==> src/rtl/ppm_frame_ctrl.sv <==
// ppm_frame_ctrl
// Frame-level sequencer for the 4-PPM receive path, running on the 16x
// oversampling clock. Detects the start-of-frame low pulse on the raw line,
// enables the 2-bit symbol decoder, packs four symbols (MSB-first) into each
// byte, checks the length byte and reports clean completion or error.
//
// Ports
//   clk16      in   oversampling clock, rising edge
//   rst_n      in   asynchronous active-low reset
//   din        in   raw PPM line (idle high, pulses low)
//   abort      in   synchronous request to drop the current frame
//   sym_valid  in   one-cycle pulse per decoded symbol
//   sym_data   in   [1:0] symbol bits, [2] symbol error flag
//   dec_en     out  enable to the symbol decoder
//   byte_out   out  last assembled payload byte (held)
//   byte_valid out  one-cycle strobe, byte_out updated
//   len_out    out  received length byte
//   frame_done out  one-cycle strobe, frame completed cleanly
//   frame_err  out  one-cycle strobe, frame dropped on error
//   busy       out  high whenever the sequencer is not idle
module ppm_frame_ctrl #(
    parameter int SOF_MIN     = 6,
    parameter int SOF_MAX     = 12,
    parameter int SYM_TIMEOUT = 16,
    parameter int MAX_BYTES   = 16
) (
    input  logic                        clk16,
    input  logic                        rst_n,
    input  logic                        din,
    input  logic                        abort,
    input  logic                        sym_valid,
    input  logic [2:0]                  sym_data,
    output logic                        dec_en,
    output logic [7:0]                  byte_out,
    output logic                        byte_valid,
    output logic [$clog2(MAX_BYTES):0]  len_out,
    output logic                        frame_done,
    output logic                        frame_err,
    output logic                        busy
);

    localparam int LOW_W = $clog2(SOF_MAX + 1);
    localparam int GAP_W = $clog2(SYM_TIMEOUT + 1);
    localparam int LEN_W = $clog2(MAX_BYTES) + 1;

    localparam logic [LOW_W-1:0] LOW_MIN  = LOW_W'(SOF_MIN);
    localparam logic [LOW_W-1:0] LOW_LAST = LOW_W'(SOF_MAX - 1);
    localparam logic [GAP_W-1:0] GAP_LAST = GAP_W'(SYM_TIMEOUT - 1);
    localparam logic [7:0]       LEN_MAX  = 8'(MAX_BYTES);

    typedef enum logic [2:0] {
        S_IDLE,
        S_SOF,
        S_LEN,
        S_DATA,
        S_DONE,
        S_ERR
    } state_t;

    state_t             state;
    logic [LOW_W-1:0]   low_cnt;
    logic [GAP_W-1:0]   gap_cnt;
    logic [LEN_W-1:0]   byte_cnt;
    logic [1:0]         sym_cnt;
    logic [5:0]         shift;
    logic               wait_high;
    logic [7:0]         packed_val;
    logic               sym_bad;

    // The three previously received symbols plus the one arriving now.
    assign packed_val = {shift, sym_data[1:0]};
    assign sym_bad    = sym_valid & sym_data[2];

    always_ff @(posedge clk16 or negedge rst_n) begin
        if (!rst_n) begin
            state      <= S_IDLE;
            dec_en     <= 1'b0;
            byte_out   <= '0;
            byte_valid <= 1'b0;
            len_out    <= '0;
            frame_done <= 1'b0;
            frame_err  <= 1'b0;
            busy       <= 1'b0;
            low_cnt    <= '0;
            gap_cnt    <= '0;
            byte_cnt   <= '0;
            sym_cnt    <= '0;
            shift      <= '0;
            wait_high  <= 1'b0;
        end else begin
            byte_valid <= 1'b0;
            frame_done <= 1'b0;
            frame_err  <= 1'b0;

            case (state)
                S_IDLE: begin
                    // After a stuck-line fault the line must go high again
                    // before another SOF can be recognised.
                    if (din) begin
                        wait_high <= 1'b0;
                    end
                    if (!din && !wait_high) begin
                        state   <= S_SOF;
                        low_cnt <= LOW_W'(1);
                        busy    <= 1'b1;
                    end
                end

                S_SOF: begin
                    if (abort) begin
                        state     <= S_ERR;
                        dec_en    <= 1'b0;
                        frame_err <= 1'b1;
                    end else if (!din) begin
                        if (low_cnt == LOW_LAST) begin
                            state     <= S_ERR;
                            dec_en    <= 1'b0;
                            frame_err <= 1'b1;
                            wait_high <= 1'b1;
                        end else begin
                            low_cnt <= low_cnt + 1'b1;
                        end
                    end else if (low_cnt < LOW_MIN) begin
                        // Too short to be an SOF: silently back to idle.
                        state <= S_IDLE;
                        busy  <= 1'b0;
                    end else begin
                        state   <= S_LEN;
                        dec_en  <= 1'b1;
                        gap_cnt <= '0;
                        sym_cnt <= '0;
                        shift   <= '0;
                    end
                end

                S_LEN, S_DATA: begin
                    // Priority: abort, frame complete, symbol error, clean
                    // symbol, timeout. A clean symbol clears the gap counter,
                    // so it always beats a coincident timeout.
                    if (abort) begin
                        state     <= S_ERR;
                        dec_en    <= 1'b0;
                        frame_err <= 1'b1;
                    end else if (state == S_DATA && byte_cnt == len_out) begin
                        state      <= S_DONE;
                        dec_en     <= 1'b0;
                        frame_done <= 1'b1;
                    end else if (sym_bad) begin
                        state     <= S_ERR;
                        dec_en    <= 1'b0;
                        frame_err <= 1'b1;
                    end else if (sym_valid) begin
                        gap_cnt <= '0;
                        sym_cnt <= sym_cnt + 1'b1;
                        shift   <= {shift[3:0], sym_data[1:0]};
                        if (sym_cnt == 2'd3) begin
                            if (state == S_LEN) begin
                                if (packed_val == 8'd0 || packed_val > LEN_MAX) begin
                                    state     <= S_ERR;
                                    dec_en    <= 1'b0;
                                    frame_err <= 1'b1;
                                end else begin
                                    len_out  <= packed_val[LEN_W-1:0];
                                    byte_cnt <= '0;
                                    state    <= S_DATA;
                                end
                            end else begin
                                byte_out   <= packed_val;
                                byte_valid <= 1'b1;
                                byte_cnt   <= byte_cnt + 1'b1;
                            end
                        end
                    end else if (gap_cnt == GAP_LAST) begin
                        state     <= S_ERR;
                        dec_en    <= 1'b0;
                        frame_err <= 1'b1;
                    end else begin
                        gap_cnt <= gap_cnt + 1'b1;
                    end
                end

                S_DONE, S_ERR: begin
                    state <= S_IDLE;
                    busy  <= 1'b0;
                end

                default: begin
                    state  <= S_IDLE;
                    dec_en <= 1'b0;
                    busy   <= 1'b0;
                end
            endcase
        end
    end

endmodule

==> config.mk <==
export PLATFORM = sky130hd
export DESIGN_NAME = ppm_frame_ctrl
export DESIGN_NICKNAME = d
export VERILOG_FILES = /design/src/rtl/ppm_frame_ctrl.sv
export SDC_FILE = /design/constraint.sdc
export NUM_CORES = 1
export LEC_CHECK = 0
export CORE_MARGIN = 2
export CORE_UTILIZATION = 25
export DETAILED_ROUTE_END_ITERATION = 10
export PLACE_DENSITY = 0.52
export SLEW_MARGIN = 30
export SYNTH_ARGS = -nofsm -noshare
export SYNTH_HDL_FRONTEND = slang
export SYNTH_SLANG_ARGS = --single-unit
==> constraint.sdc <==
create_clock -name clk16 -period 2.4 [get_ports clk16]
set_clock_uncertainty 0.2 [all_clocks]
set_input_delay 0.48 -clock clk16 [delete_from_list [all_inputs] [get_ports clk16]]
set_output_delay 0.48 -clock clk16 [all_outputs]
set_load 0.05 [all_outputs]
==> impl_metrics.ini, run 1 <==
[grt]
grt_pass1_wl_um = 9560
grt.total_usage_pct = 12.0
antenna_found_initial = 0
grt_pass1_vias = 1934
grt_max_degree = 19
grt_overflow = 0

[drt]
met3_length_um = 254
wl_met1_um = 2780
routed_via_density = 4.87
vias = 1954
remaining_drc_errors = 0
detail-route-antenna-nets = 0
wl_met2_um = 2500
drt_first_iter_violations = 108
wl_per_cell_um = 13.9
wl_um = 5570
first_pass_iters = 4
top_layer_used = met4

[synth]
yosys.area.top_type_share_pct = 47.6
yosys.cell_count.top_type = dfrtp_1
synth.cell_area_mm2 = 0.00231
ys_warn_count = 0
synth.cells.most_frequent = 44 x dfrtp_1, 28 x nand2_1, 16 x inv_1
ys.flop_type = dfrtp_1
synth_edf_count = 0
yosysTopAreaCell = dfrtp_1
postSynthAreaPerCell_um2 = 9.84
synthTopCellsByArea = dfrtp_1 48%, mux2_2 5.8%, nand2_1 4.5%, mux2i_1 3.0%, o21ai_0 2.8%
synth_cell_types = 48
ys_seq_area_share_pct = 47.6
async_flop_share_pct = 100
yosys_register_bits = 44
synth_cells = 235
synth_nets = 248

[setup_path]
worstPathCellList = or3b_2 > o32ai_1 > o211ai_1 > a21o_1 > mux2_4
rr_endpoint = sym_cnt[0]
arrival_ns = 2.33
crit_path_top_delay_cell = or3b_2
startpoint_type = register
reg2regPathDepth = 5
cp-end-kind = register
path_max_fanout = 5
r2r-start = state[1]
worst_ep_required_time_ns = 2.40
path_class = reg2reg
worst-r2r-setup-slack_ns = 0.07
path_delay_family = compound AO/OA/AOI/OAI gates
cp_num_buf_inv = 0
max_stage_delay_ns = 0.50

[floorplanning]
die_w_um = 100
start_util_pct = 25.4
die_h_um = 100
num_rows = 35
io_pins = 26
core_area_mm2 = 0.00911
die-area_mm2 = 0.0100

[clocking]
post-cts-setup-buffers = 0
clk_pin_slew_ns = 0.09
h-tree-depth = 2
clock_latency_ns = 0.30
cts_buffers = 5
cts_buffer_depth = 2
cts_root_buf = clkbuf_8
cts_tree = built
numClockSinks = 44

[placement]
hpwl_um = 4190
port_buffers = 25
place_area_mm2 = 0.00289
place_congestion = 0.845
place_inst = 392

[final_layout]
postLayoutCellArea_mm2 = 0.00303
finalNonFillerCells = 401
syn_to_final_growth_pct = 30.9
nNetsFinal = 302
drive_gt1_share_pct = 22.1
utilization_pct = 33.3
antennaDiodeCount = 0

[worst_hold_path]
hold_start = low_cnt[0]
holdPathEnd = low_cnt[0]
whs_path_depth = 1
hp-class = reg2reg

[timing]
whs_ns = 0.295
period_share_pct = 97.2
grt_setup_unrepaired = true
max_slew.worst_pin.slew_ns = 0.576
setup_viol = 0
fmax_ghz = 0.429
hold_viol = 0
max_slew_margin_pct = 61.2
tns_ns = 0
fin_crit_ns = 2.33
slew_violations = 0

[power_and_ir_drop]
p_leak_nw = 1.43
ir_drop_mv = 0.306
power_density_mw_per_mm2 = 741

[status]
status = completed

[flow_run]
cap_violations = 0
## cell usage in the layout, fill, tap and decap left out, types with 3 or more instances in the layout
master           synthesis  layout
a21o_1                   3       3
clkbuf_8                 0       5
buf_4                    1      29
inv_1                   16      16
o31ai_1                  4       4
dfrtp_1                 44      43
nor3_1                   6       5
and3_1                   5       5
xnor2_1                  3       3
a21oi_1                 12      12
nand2_1                 28      28
nor2_1                  11      11
o21ai_0                 13      13
o22ai_1                  4       4
mux2_4                   1       5
ha_1                     5       5
mux2_2                  12       8
nand3_1                 10      10
o211ai_1                 3       3
clkdlybuf4s50_1          0      24
mux2i_1                  7       6
## per-layer routing
layer | vias up | global-route usage [%]
li1 | 959 | -
met1 | 949 | 17.2
met2 | 43 | 18.2
met3 | 3 | 2.72
met4 | 0 | 3.37
met5 | - | 0
## registers in the layout, summed over array words and instances, names as in the netlist, 2 cells and up
name,count
byte_out,8
shift,6
byte_cnt,5
gap_cnt,5
len_out,5
low_cnt,4
state,3
sym_cnt,2
## worst max path at each step
stage,from,end,slack [ns],cells after the start
6_report,state[1],sym_cnt[0],0.07,5
5_1_grt,sym_data[1],byte_cnt[2],-0.01,8
3_3_place_gp,sym_data[0],byte_cnt[3],-0.34,8
2_1_floorplan,state[2],shift[3],-0.03,8
4_1_cts,sym_data[0],byte_cnt[2],0.005,8
3_5_place_dp,sym_data[0],byte_cnt[2],-0.36,8
## layout make-up
cell class	instances	area (um^2)
multi-input cells	166	1150
inverters	16	60.1
fillers	960	6080
clock inverters	3	18.8
repair buffers	56	493
clock buffers	5	68.8
well taps	111	139
flip-flops and latches	44	1100
## report_power, final
part | internal [mW] | leakage (nW) | switching (mW)
combinational | 0.340 | 0.811 | 0.424
clock | 0.203 | 0.0479 | 0.272
sequential | 0.874 | 0.574 | 0.130
## cell families after synthesis
kind of cell	share of synthesized area, %
and+or+nand+nor	18.4
buffers and inverters	4.98
muxes	9.52
AOI/OAI and AO/OA	14.9
xor gates and xnor gates	1.89
adders and majority gates	2.70
DFF	47.6
## per-stage QoR
stage               setup slack, ns  total power [mW]
finish                       0.0664              2.24
global route                -0.0118              2.41
CTS                         0.00489              2.24
detailed placement           -0.363              1.76
global placement             -0.344              1.74
floorplan                   -0.0295              1.50
## worst reg2reg max path: cells and delay by family, from the launching register on
family          cells  cell delay, ns
simple gates        1            0.50
flops               1            0.43
compound gates      3            0.76
mux                 1            0.33
## repair_timing
| item | in CTS | in global routing |
|---|---|---|
| gates resized for setup | 1 | 6 |
| hold buffers | 1 | 0 |
| pin swaps | 0 | 1 |
| setup endpoints to repair | 4 | 8 |
| hold endpoints to repair | 16 | 0 |
Power figures use the tool's default switching activity.
==> run 2: changes to the inputs <==
--- a/config.mk
+++ b/config.mk
@@ -6,10 +6,9 @@
 export NUM_CORES = 1
 export LEC_CHECK = 0
 export CORE_MARGIN = 2
-export CORE_UTILIZATION = 25
+export CORE_UTILIZATION = 50
 export DETAILED_ROUTE_END_ITERATION = 10
-export PLACE_DENSITY = 0.52
-export SLEW_MARGIN = 30
+export PLACE_DENSITY = 0.84
 export SYNTH_ARGS = -nofsm -noshare
 export SYNTH_HDL_FRONTEND = slang
 export SYNTH_SLANG_ARGS = --single-unit
==> run 2 against run 1 <==
  * Die area down 48%
  * Global-route usage up 11 points
  * Final cell count down 15%
  * Count of clock-buffer cells in the layout unchanged
  * Core utilization is 34 points higher
  * Worst setup slack worse by 0.025 ns
  * Critical path depth up 1
  * Routed wire length increased by 0.56%
  * Sequential cell count unchanged
  * Combinational power shrank 1%
==> impl_metrics.ini, run 2 (synthesized netlist as in run 1, its figures left out) <==
[placement]
hpwl_um = 3890
place_area_mm2 = 0.00279
place_congestion = 0.868
dp_slack_ns = -0.317
place_inst = 329
port_buffers = 25

[timing]
setup_ws_ns = 0.0414
slew_violations = 0
max_slew_margin_pct = 54.4
fmax_ghz = 0.424
hold_viol = 0
fin_crit_ns = 2.36
setup_viol = 0
period_share_pct = 98.3
grt_setup_unrepaired = true
max_slew.worst_pin.slew_ns = 0.684
whs_ns = 0.00684

[drt]
detail-route-antenna-nets = 0
remaining_drc_errors = 0
routed_via_density = 5.91
wl_per_cell_um = 16.5
vias = 2009
wl_um = 5600
drt_first_iter_violations = 242
first_pass_iters = 4

[clocking]
cts_tree = built
clk_pin_slew_ns = 0.09
clock_latency_ns = 0.30
cts_buffer_depth = 2
cts_buffers = 5
h-tree-depth = 2
cts_root_buf = clkbuf_8
numClockSinks = 44

[setup_path]
worst_ep_required_time_ns = 2.38
arrival_ns = 2.34
cp_num_buf_inv = 1
max_stage_delay_ns = 0.49
path_class = reg2reg
startpoint_type = register
cp-end-kind = register
worstPathCellList = or3b_2 > o32ai_1 > o211ai_1 > a21o_1 > buf_4 > mux2_4
crit_path_top_delay_cell = or3b_2
path_delay_family = compound AO/OA/AOI/OAI gates
path_max_fanout = 5

[power_and_ir_drop]
ir_drop_mv = 0.419
p_leak_nw = 1.44
power_density_mw_per_mm2 = 796

[grt]
grt_max_degree = 32
antenna_found_initial = 0
grt_overflow = 0
grt_pass1_vias = 1980
grt_pass1_wl_um = 9230
grt.total_usage_pct = 22.6

[final_layout]
mostFrequentLayoutCell = dfrtp_1
antennaDiodeCount = 0
largest_register_ffs = 8
drive_gt1_share_pct = 21.2
syn_to_final_growth_pct = 27.7
postLayoutCellArea_mm2 = 0.00296
finalNonFillerCells = 340
reg_top3 = byte_out x8, shift x6
nNetsFinal = 300
top_register = byte_out
final_cell_mix = 42 x dfrtp_1, 28 x nand2_1, 28 x buf_4

[floorplanning]
num_rows = 24
io_pins = 26
start_util_pct = 52.4
die_w_um = 72.0
core_area_mm2 = 0.00441
die-area_mm2 = 0.00519
die_h_um = 72.0

[status]
status = completed

[flow_run]
cap_violations = 0

[worst_hold_path]
hp-class = in2async
run 2: worst paths after layout:
kind	slack (ns)	start	cells after the start	endpoint
min reg2reg	0.31	low_cnt[0]	1	low_cnt[0]
max	0.04	state[1]	6	shift[4]
max reg2reg	0.04	state[1]	6	shift[4]
min in group clk16	0.31	low_cnt[0]	1	low_cnt[0]
min	0.007	rst_n	1	frame_err
max in group asynchronous	1.33	rst_n	2	shift[4]
run 2: cell type report:
class / count / area (um^2)
Clock buffer: 5 / 68.8
Clock inverter: 3 / 47.5
Fill cell: 331 / 1460
Inverter: 16 / 60.1
Multi-Input combinational cell: 166 / 1130
Sequential cell: 44 / 1100
Tap cell: 52 / 65.1
Timing Repair Buffer: 54 / 478
run 2: where the power goes:
| group | switching [mW] | leakage [nW] | internal (mW) |
|---|---|---|---|
| clock | 0.271 | 0.0583 | 0.314 |
| combinational | 0.427 | 0.806 | 0.329 |
| sequential | 0.138 | 0.572 | 0.874 |
run 2: per-layer routing:
layer | wire (um) | track usage [%]
met3 | 240 | 2.50
met1 | 2430 | 30.9
met5 | 0 | 0
met4 | 92 | 10.3
met2 | 2830 | 36.6
run 2: repair_timing:
| item | 4_1_cts | 5_1_grt |
|---|---|---|
| pin swaps | 0 | 1 |
| setup buffers | 0 | 3 |
| setup endpoints to repair | 3 | 13 |
| hold buffers | 0 | 0 |
| resized for setup | 1 | 6 |
run 2: through the flow:
step	setup TNS, ns	utilization (%)	total power, mW
global route	-0.0524	67.0	2.47
detailed placement	-3.44	63.2	1.73
floorplan	-0.155	-	1.50
CTS	0	66.0	2.33
global placement	-2.74	63.2	1.70
finish	0	67.0	2.35
run 2: worst reg2reg max path, cell delays in order, from the launching register on:
cell      delay (ns)
dfrtp_2         0.46
or3b_2          0.49
o32ai_1         0.24
o211ai_1        0.17
a21o_1          0.23
buf_4           0.15
mux2_4          0.29
==> run 3: changes to the inputs <==
==> constraint.sdc (replaced) <==
create_clock -name clk16 -period 1.98 [get_ports clk16]
set_clock_uncertainty 0.2 [all_clocks]
set_input_delay 0.396 -clock clk16 [delete_from_list [all_inputs] [get_ports clk16]]
set_output_delay 0.396 -clock clk16 [all_outputs]
set_load 0.05 [all_outputs]
==> run 3 against run 2 <==
  * The run now ends with setup timing left
  * Cell area up 18%
  * Sequential power rose by 23%
  * Clock power up 26%
  * Total power is 47% higher
  * Worst setup slack worse by 0.36 ns
  * Non-clock buffer count increased by 37
  * Critical path depth did not move
  * Count of clock-buffer cells in the layout rose by 1
  * Via count grew 19%
  * Core utilization is 12 points higher
  * Final cell count increased by 11%
  * Maximum frequency up 2.7%
==> impl_metrics.ini, run 3 (synthesized netlist as in run 1, its figures left out) <==
[status]
status = complete, but fails checks
failed_checks = setup timing

[drt]
detail-route-antenna-nets = 0
drt_first_iter_violations = 415
vias = 2399
first_pass_iters = 5
wl_per_cell_um = 21.9
routed_via_density = 6.36
remaining_drc_errors = 0
wl_um = 8260

[setup_path]
startpoint_type = register
worst-r2r-setup-slack_ns = -0.32
rr_endpoint = state[0]
path_class = reg2reg
crit_path_top_delay_cell = or4_4
reg2regPathDepth = 6
cp-end-kind = register
cp_num_buf_inv = 1
arrival_ns = 2.30
worstPathCellList = buf_12 > nand2b_4 > or4_4 > or2_1 > a22o_1 > mux2_4
path_max_fanout = 3
path_delay_family = simple AND/OR/NAND/NOR gates
worst_ep_required_time_ns = 1.99
cp.depth = 6
max_stage_delay_ns = 0.52
r2r-start = state[1]

[final_layout]
reg_top3 = byte_out x8, shift x6
top_register = byte_out
multi_input_area_mm2 = 0.00139
seq_area_mm2 = 0.00111
postLayoutCellArea_mm2 = 0.00348
utilization_pct = 78.9
mostFrequentLayoutCell = buf_4
syn_to_final_growth_pct = 50.5
antennaDiodeCount = 0
nNetsFinal = 337
largest_register_ffs = 8
fillers = 235
final_cell_mix = 76 x buf_4, 36 x dfrtp_1, 27 x nand2_1
drive_gt1_share_pct = 47.4

[timing]
max_slew.worst_pin.slew_ns = 0.379
grt_setup_unrepaired = true
whs_ns = 0.322
fmax_ghz = 0.436
fin_crit_ns = 2.30
slew_violations = 0
max_slew_margin_pct = 74.4
period_share_pct = 116
setup_viol = 32
setup_ws_ns = -0.316
hold_viol = 0

[clocking]
cts_root_buf = clkbuf_8
numClockSinks = 44
clk_pin_slew_ns = 0.09
clock_latency_ns = 0.31
cts_buffer_depth = 2
cts_buffers = 5
h-tree-depth = 2
cts_tree = built

[worst_hold_path]
whs_path_depth = 1
hp-class = reg2reg
hold_start = byte_out[3]
holdPathEnd = byte_out[3]

[grt]
grt.total_usage_pct = 29.9
antenna_found_initial = 0
grt_max_degree = 20
grt_pass1_vias = 2283
grt_overflow = 0
grt_pass1_wl_um = 11700

[placement]
dp_slack_ns = -0.641
hpwl_um = 4140
port_buffers = 25
place_congestion = 0.865
place_area_mm2 = 0.00301

[floorplanning]
core_area_mm2 = 0.00441
io_pins = 26
die_h_um = 72.0
num_rows = 24
die_w_um = 72.0
start_util_pct = 52.4
die-area_mm2 = 0.00519

[power_and_ir_drop]
power_density_mw_per_mm2 = 994
p_leak_nw = 1.70
power.total_mw = 3.46
ir_drop_mv = 0.773

[flow_run]
cap_violations = 0
[run 3: worst reg2reg max path, delay by kind of cell, from the launching register on]
kind | cells | cell delay (ns)
buffers and inverters | 1 | 0.12
AND/OR/NAND/NOR | 3 | 0.85
AO/OA/AOI/OAI | 1 | 0.30
flip-flops | 1 | 0.42
multiplexers | 1 | 0.31
[run 3: through the flow]
step           setup TNS [ns]  std cells
2_1_floorplan           -5.93        235
3_3_place_gp           -14.70        361
3_5_place_dp           -15.75        361
4_1_cts                 -2.78        374
5_1_grt                 -6.58        377
6_report                -5.39        377
[run 3: worst max path at each step]
| stage | from | to | slack (ns) |
|---|---|---|---|
| floorplan | state[2] | shift[3] | -0.45 |
| global placement | sym_data[0] | byte_cnt[3] | -0.60 |
| detailed placement | sym_data[0] | byte_cnt[4] | -0.64 |
| CTS | byte_cnt[3] | sym_cnt[0] | -0.20 |
| global route | state[1] | shift[0] | -0.34 |
| finish | state[1] | state[0] | -0.32 |
[run 3: what timing repair did]
item | in CTS | in global routing
gates cloned | 0 | 0
resized for setup | 43 | 24
setup endpoints to repair | 36 | 35
hold buffers | 1 | 0
pin swaps | 17 | 11
hold endpoints to repair | 13 | 0
setup buffers | 7 | 3
[run 3: metal layers]
metal,track usage (%),wire length (um),vias up
met5,0,0,-
met1,39.5,3050,1132
met4,14.7,469,0
li1,-,-,1024
met3,6.25,819,54
met2,47.3,3910,189
[run 3: area by class of cell]
class | instances | area share (%)
Clock buffer | 6 | 2.37
Clock inverter | 2 | 1.11
Inverter | 16 | 1.72
Multi-Input combinational cell | 166 | 39.8
Sequential cell | 44 | 31.9
Tap cell | 52 | 1.87
Timing Repair Buffer | 91 | 21.2
[run 3: power breakdown]
group	internal [mW]	leakage, nW	switching, mW
clock network	0.413	0.0614	0.325
logic	0.703	1.07	0.784
registers	1.06	0.563	0.176
total	2.18	1.70	1.28
